**src/rtl/ahbl_cmd_master.sv**
```systemverilog
// AHB-Lite single-transfer master: turns a valid/ready command stream into
// pipelined NONSEQ transfers with one in-order response per command.
module ahbl_cmd_master #(
  parameter bit ERR_ON_MISALIGN = 1'b1
) (
  input  logic        HCLK,
  input  logic        HRESETn,

  input  logic        cmd_valid,
  output logic        cmd_ready,
  input  logic        cmd_write,
  input  logic [31:0] cmd_addr,
  input  logic [2:0]  cmd_size,
  input  logic [31:0] cmd_wdata,

  output logic        rsp_valid,
  output logic        rsp_write,
  output logic        rsp_err,
  output logic [31:0] rsp_rdata,
  output logic        busy,

  output logic [31:0] HADDR,
  output logic [1:0]  HTRANS,
  output logic [2:0]  HSIZE,
  output logic        HWRITE,
  output logic [31:0] HWDATA,
  input  logic        HREADY,
  input  logic [31:0] HRDATA
);

  localparam logic [1:0] HTRANS_IDLE   = 2'b00;
  localparam logic [1:0] HTRANS_NONSEQ = 2'b10;

  logic        aph_valid;
  logic        aph_err;
  logic [31:0] aph_wdata;

  logic        dph_valid;
  logic        dph_write;
  logic        dph_err;
  logic [31:0] dph_wdata;

  logic        cmd_misaligned;
  logic        cmd_err;
  logic        accept;
  logic        aph_done;
  logic        dph_done;

  always_comb begin
    cmd_misaligned = 1'b0;
    case (cmd_size)
      3'd0:    cmd_misaligned = 1'b0;
      3'd1:    cmd_misaligned = cmd_addr[0];
      3'd2:    cmd_misaligned = |cmd_addr[1:0];
      default: cmd_misaligned = 1'b1;
    endcase
  end

  assign cmd_err   = ERR_ON_MISALIGN & cmd_misaligned;
  assign cmd_ready = ~aph_valid | HREADY;
  assign accept    = cmd_valid & cmd_ready;
  assign aph_done  = aph_valid & HREADY;
  assign dph_done  = dph_valid & HREADY;
  assign busy      = aph_valid | dph_valid;
  assign HWDATA    = dph_wdata;

  // Address slot; a rejected command rides along with HTRANS kept IDLE so
  // that its error response stays in order.
  always_ff @(posedge HCLK or negedge HRESETn) begin
    if (!HRESETn) begin
      aph_valid <= 1'b0;
      aph_err   <= 1'b0;
      aph_wdata <= '0;
      HADDR     <= '0;
      HSIZE     <= '0;
      HWRITE    <= 1'b0;
      HTRANS    <= HTRANS_IDLE;
    end else if (accept) begin
      aph_valid <= 1'b1;
      aph_err   <= cmd_err;
      aph_wdata <= cmd_wdata;
      HADDR     <= cmd_addr;
      HSIZE     <= cmd_size;
      HWRITE    <= cmd_write;
      HTRANS    <= cmd_err ? HTRANS_IDLE : HTRANS_NONSEQ;
    end else if (aph_done) begin
      aph_valid <= 1'b0;
      HTRANS    <= HTRANS_IDLE;
    end
  end

  always_ff @(posedge HCLK or negedge HRESETn) begin
    if (!HRESETn) begin
      dph_valid <= 1'b0;
      dph_write <= 1'b0;
      dph_err   <= 1'b0;
      dph_wdata <= '0;
    end else if (aph_done) begin
      dph_valid <= 1'b1;
      dph_write <= HWRITE;
      dph_err   <= aph_err;
      dph_wdata <= aph_wdata;
    end else if (dph_done) begin
      dph_valid <= 1'b0;
    end
  end

  // Response fields are zero whenever no response is being presented.
  always_ff @(posedge HCLK or negedge HRESETn) begin
    if (!HRESETn) begin
      rsp_valid <= 1'b0;
      rsp_write <= 1'b0;
      rsp_err   <= 1'b0;
      rsp_rdata <= '0;
    end else begin
      rsp_valid <= dph_done;
      rsp_write <= dph_done & dph_write;
      rsp_err   <= dph_done & dph_err;
      rsp_rdata <= (dph_done && !dph_write && !dph_err) ? HRDATA : 32'h0;
    end
  end

endmodule

```
**config.mk**
```make
export PLATFORM = sky130hd
export DESIGN_NAME = ahbl_cmd_master
export DESIGN_NICKNAME = d
export VERILOG_FILES = /design/src/rtl/ahbl_cmd_master.sv
export SDC_FILE = /design/constraint.sdc
export NUM_CORES = 1
export LEC_CHECK = 0
export ABC_AREA = 1
export CORE_UTILIZATION = 32
export CTS_CLUSTER_SIZE = 28
export DETAILED_ROUTE_END_ITERATION = 7
export PLACE_DENSITY_LB_ADDON = 0.3
export SETUP_SLACK_MARGIN = 0.05
export SYNTH_ARGS = -nofsm -noshare
export SYNTH_HDL_FRONTEND = slang
export SYNTH_SLANG_ARGS = --single-unit
```
**constraint.sdc**
```tcl
create_clock -name HCLK -period 1.6 [get_ports HCLK]
set_input_delay 0.24 -clock HCLK [delete_from_list [all_inputs] [get_ports HCLK]]
set_output_delay 0.24 -clock HCLK [all_outputs]
set_load 0.05 [all_outputs]
```
* Word-level counts from Yosys, hierarchy flattened
Index checks and enable logic that the tools add are counted.
Word-level totals: bits in registers 142, input bits 104, output and inout bits 107, logic and storage cells 42
Cells by class: eq/ne operators 2, muxes and demuxes 9, bitwise logic cells 8, reductions and logical operators 8
Operators with widths (number):
- $mux W32 | 1
- $mux W2 | 3
- $and A1 B1 Y1 | 5
- $mux W1 | 4
- $reduce_bool A2 Y1 | 2
- $eq A3 B1 Y1 const B | 1
- $eq A3 B2 Y1 const B | 1
- $logic_not A3 Y1 | 1
- $pmux W1 S3 | 1
- $logic_and A1 B1 Y1 | 2
- $logic_not A1 Y1 | 2
- $or A1 B1 Y1 | 2
- $reduce_or A2 Y1 | 1
- $not A1 Y1 | 1

* Longest topological paths before layout
word-level depth 4, mapped depth 8, mapped depth without buffers 6

* Worst setup path after synthesis
No wires, ideal clock.
path type reg2reg, start register aph_valid, end register HADDR[21], setup time 118 ps, arrival 1090 ps, data required time 1482 ps, path slack 392 ps, cell stages (with the launch flop) 7, path buffers 2, period minus slack after synthesis 1208 ps, cells stage by stage dfrtp_1 nand2_4 nand2_4 buf_4 buf_2 nand2_1 nand2_1
Between the ends: longest elaborated chain between the ends 3
RTL lines:
- from (decl) | RTL line 34 | logic aph_valid;
- from (signal assigned) | RTL line 71 | aph_valid <= 1'b0;
- from (signal assigned) | RTL line 79 | aph_valid <= 1'b1;
- from (signal assigned) | RTL line 87 | aph_valid <= 1'b0;
- $not A1 Y1 | RTL line 60 | assign cmd_ready = ~aph_valid | HREADY;
- $or A1 B1 Y1 | RTL line 60
- net cmd_ready | RTL line 10 | output logic cmd_ready,
- $and A1 B1 Y1 | RTL line 61 | assign accept = cmd_valid & cmd_ready;
- to (signal assigned) | RTL line 82 | HADDR <= cmd_addr;
- to (decl) | RTL line 22 | output logic [31:0] HADDR,
The timed path passes the listed nets, and every way through them passes these cells. A chain may end at the register's enable or synchronous reset.

* Worst setup path in the final report
start register aph_valid, end output busy
Between the ends: longest elaborated chain between the ends 1
RTL lines:
- $or A1 B1 Y1 | RTL line 64 | assign busy = aph_valid | dph_valid;
- to (decl) | RTL line 20 | output logic busy,
Every way passes these cells.

==> key figures <==
Floorplanning
  – Die Ht: 129 µm
  – Die Footprint: 16600 µm²
  – Io pins: 211
  – Starting Density: 32.7%
  – Row cnt: 46
  – Die W: 129 µm
  – Core area: 15800 µm²

STA
  – Period utilization: 92.9%
  – Max-slew violation count: 0
  – Worst setup slack after layout: 0.114 ns
  – Tmin final: 1.49 ns
  – Max Clk Rate: 0.673 GHz
  – RSZ-0062 raised after global routing: false
  – Final-report hold violation count: 0
  – Clock Skew: 0.00421 ns
  – Final Setup Violations: 0

Worst setup path
  – Critical Path Sink: busy
  – Critical path class: reg2out
  – Worst Reg-to-Reg Cells: 4
  – FF-to-FF End: HWDATA[12]$_DFFE_PN0P_
  – Worst Setup SP: aph_valid$_DFFE_PN0P_
  – CP Max Fanout: 3
  – Critical Path AT: 1.25 ns
  – Worst setup SP type: register
  – Worst EP required: 1.36 ns
  – Reg2reg setup slack: 0.39 ns
  – Crit path capture type: output port
  – Worst r2r src: aph_valid$_DFFE_PN0P_

Layout
  – Most frequent cells in the layout: nand2_1 (169), dfrtp_1 (140), buf_4 (109)
  – Area Overhead vs Synth: 53.1%
  – Commonest non-fill, non-tap cell in the layout: nand2_1
  – Share of cells above drive strength 1: 20.2%
  – Antenna diodes: 0
  – Post-Layout Inst Area: 7890 µm²
  – Net count, final: 848

Clock network
  – # clock sinks: 141
  – CTS tree: built
  – CTS root buffer: clkbuf_16
  – Worst-path clk slew: 0.05 ns
  – Num CTS Buffers: 17
  – H-tree level count: 4
  – Clk buf depth: 2
  – Clock Latency Late Sink: 0.41 ns

Detailed routing
  – DRT iter0 DRCs: 195
  – 1st-pass router iterations: 4
  – Average vias per placed instance: 4.21
  – Final wirelength: 12500 µm
  – Drt wl/cell: 12.8 µm
  – DRC violation count after routing: 0
  – Vias: 4092
  – ANT nets after route: 0

Yosys
  – Largest area contributor in the netlist: dfrtp_1
  – Flops & latches, synth: 141
  – Part of the Yosys area used for sequential elements: 68.5%
  – Count of cell types in the netlist: 17
  – Syn. warnings: 0
  – Cells after Synth: 529
  – Post-Syn Nets: 633
  – Synth top area share: 68.5%
  – Post-synthesis cell area: 5150 µm²
  – Syn_area_per_cell: 9.74 µm²
  – Synth top area cells: dfrtp_1 (69%), nand2_1 (12%), o21ai_0 (6.8%)

Global route
  – Gr ovfl total: 0
  – Largest net degree at the start of global routing: 71
  – First-pass GRT wire length: 20200 µm
  – Antenna violations before repair: 0
  – Vias in the first global route: 4155
  – Total track usage: 15.9%

Placement
  – Post-place instance area: 7270 µm²
  – DP Wirelength: 8660 µm
  – Port Buf Inserts: 209
  – RePlAce Congestion: 0.718
  – Placement Setup Slack: -0.00414 ns

Pwr
  – Worst vdd ir: 0.657 mV
  – Pleak: 4.11 nW
  – Pwr dens: 1330 nW/µm²

Outcome
  – Status: finished clean

Worst hold path
  – Worst min-delay path category: in2async

Job
  – Number of max-cap violations: 0
==> worst max-delay path: stages, from the launching register on <==
cell and delay (ns):
dfrtp_2 0.43, or2_4 0.26, buf_8 0.15
==> power breakdown <==
group / total (mW) / switching, mW / internal (mW) / leakage, nW
logic: 2.46 / 1.65 / 0.816 / 2.03
registers: 4.18 / 0.206 / 3.98 / 1.79
clock network: 3.87 / 1.38 / 2.49 / 0.289
==> metal layers <==
metal | track usage [%] | share of wire, % | vias to the layer above
met1 | 19.2 | 42 | 1921
li1 | - | - | 2012
met4 | 7.34 | 1.9 | 0
met2 | 26.2 | 49 | 139
met5 | 0 | 0 | -
met3 | 4.74 | 6.5 | 20
==> through the flow <==
stage	TNS [ns]	total power, mW	hold WS (ns)	cells	utilization (%)
CTS	0	10.7	0.326	972	50.0
floorplan	0	5.69	-0.0556	529	-
detailed placement	-0.00699	6.72	0.209	939	46.1
finish	0	10.5	0.332	972	50.0
global route	0	11.0	0.332	972	50.0
global placement	0	6.67	0.196	939	46.1
==> layout make-up <==
| type | instances | area, µm² |
|---|---|---|
| inverter | 75 | 282 |
| multi-input combinational | 288 | 1200 |
| sequential | 141 | 3530 |
| fill | 1508 | 7880 |
| clock inverter | 6 | 82.6 |
| tap | 216 | 270 |
| timing repair buffer | 221 | 2020 |
| clock buffer | 25 | 505 |
==> kinds of logic after synthesis <==
logic type             after synthesis  share of synthesized area, %
and+or+nand+nor                    213                          15.9
DFF                                141                          68.5
buffers and inverters              100                          8.26
AOI/OAI and AO/OA                   74                          7.24
other                                1                        0.0728
==> state kept, by name, indices dropped and copies added (netlist names) <==
register   flops
rsp_write      1
HWRITE         1
HSIZE          3
rsp_valid      1
HTRANS         1
HWDATA        32
HADDR         32
aph_err        1
dph_valid      1
aph_wdata     32
rsp_err        1
dph_write      1
rsp_rdata     32
aph_valid      1
dph_err        1
==> synthesized netlist by cell type <==
cell type and n:
dfrtp_1 141, a21oi_1 3, buf_6 4, nand3_1 2, o21ai_0 70, buf_2 9, nand2_4 2, conb_1 1
buf_4 2, inv_2 2, clkbuf_2 1, or2_2 1, inv_1 73, nand2_1 170, nor2_1 38, clkbuf_1 9
o211ai_1 1
==> worst min path at each step <==
| stage | slack [ns] | start | to |
|---|---|---|---|
| 2_1_floorplan | -0.06 | HRESETn | HADDR[0]$_DFFE_PN0P_ |
| 3_3_place_gp | 0.20 | HRESETn | HADDR[21]$_DFFE_PN0P_ |
| 3_5_place_dp | 0.21 | HRESETn | HADDR[21]$_DFFE_PN0P_ |
| 4_1_cts | 0.33 | HRDATA[23] | rsp_rdata[23]$_DFF_PN0_ |
| 5_1_grt | 0.33 | HRDATA[23] | rsp_rdata[23]$_DFF_PN0_ |
| 6_report | 0.33 | HRESETn | HADDR[27]$_DFFE_PN0P_ |
==> what timing repair did <==
item                                   CTS  global route
endpoints found under the hold margin   41             0
hold buffers                             1             0
setup buffers                            1             0
resized for setup                        4             0
setup endpoints to repair                1             0
Power figures use the tool's default switching activity.
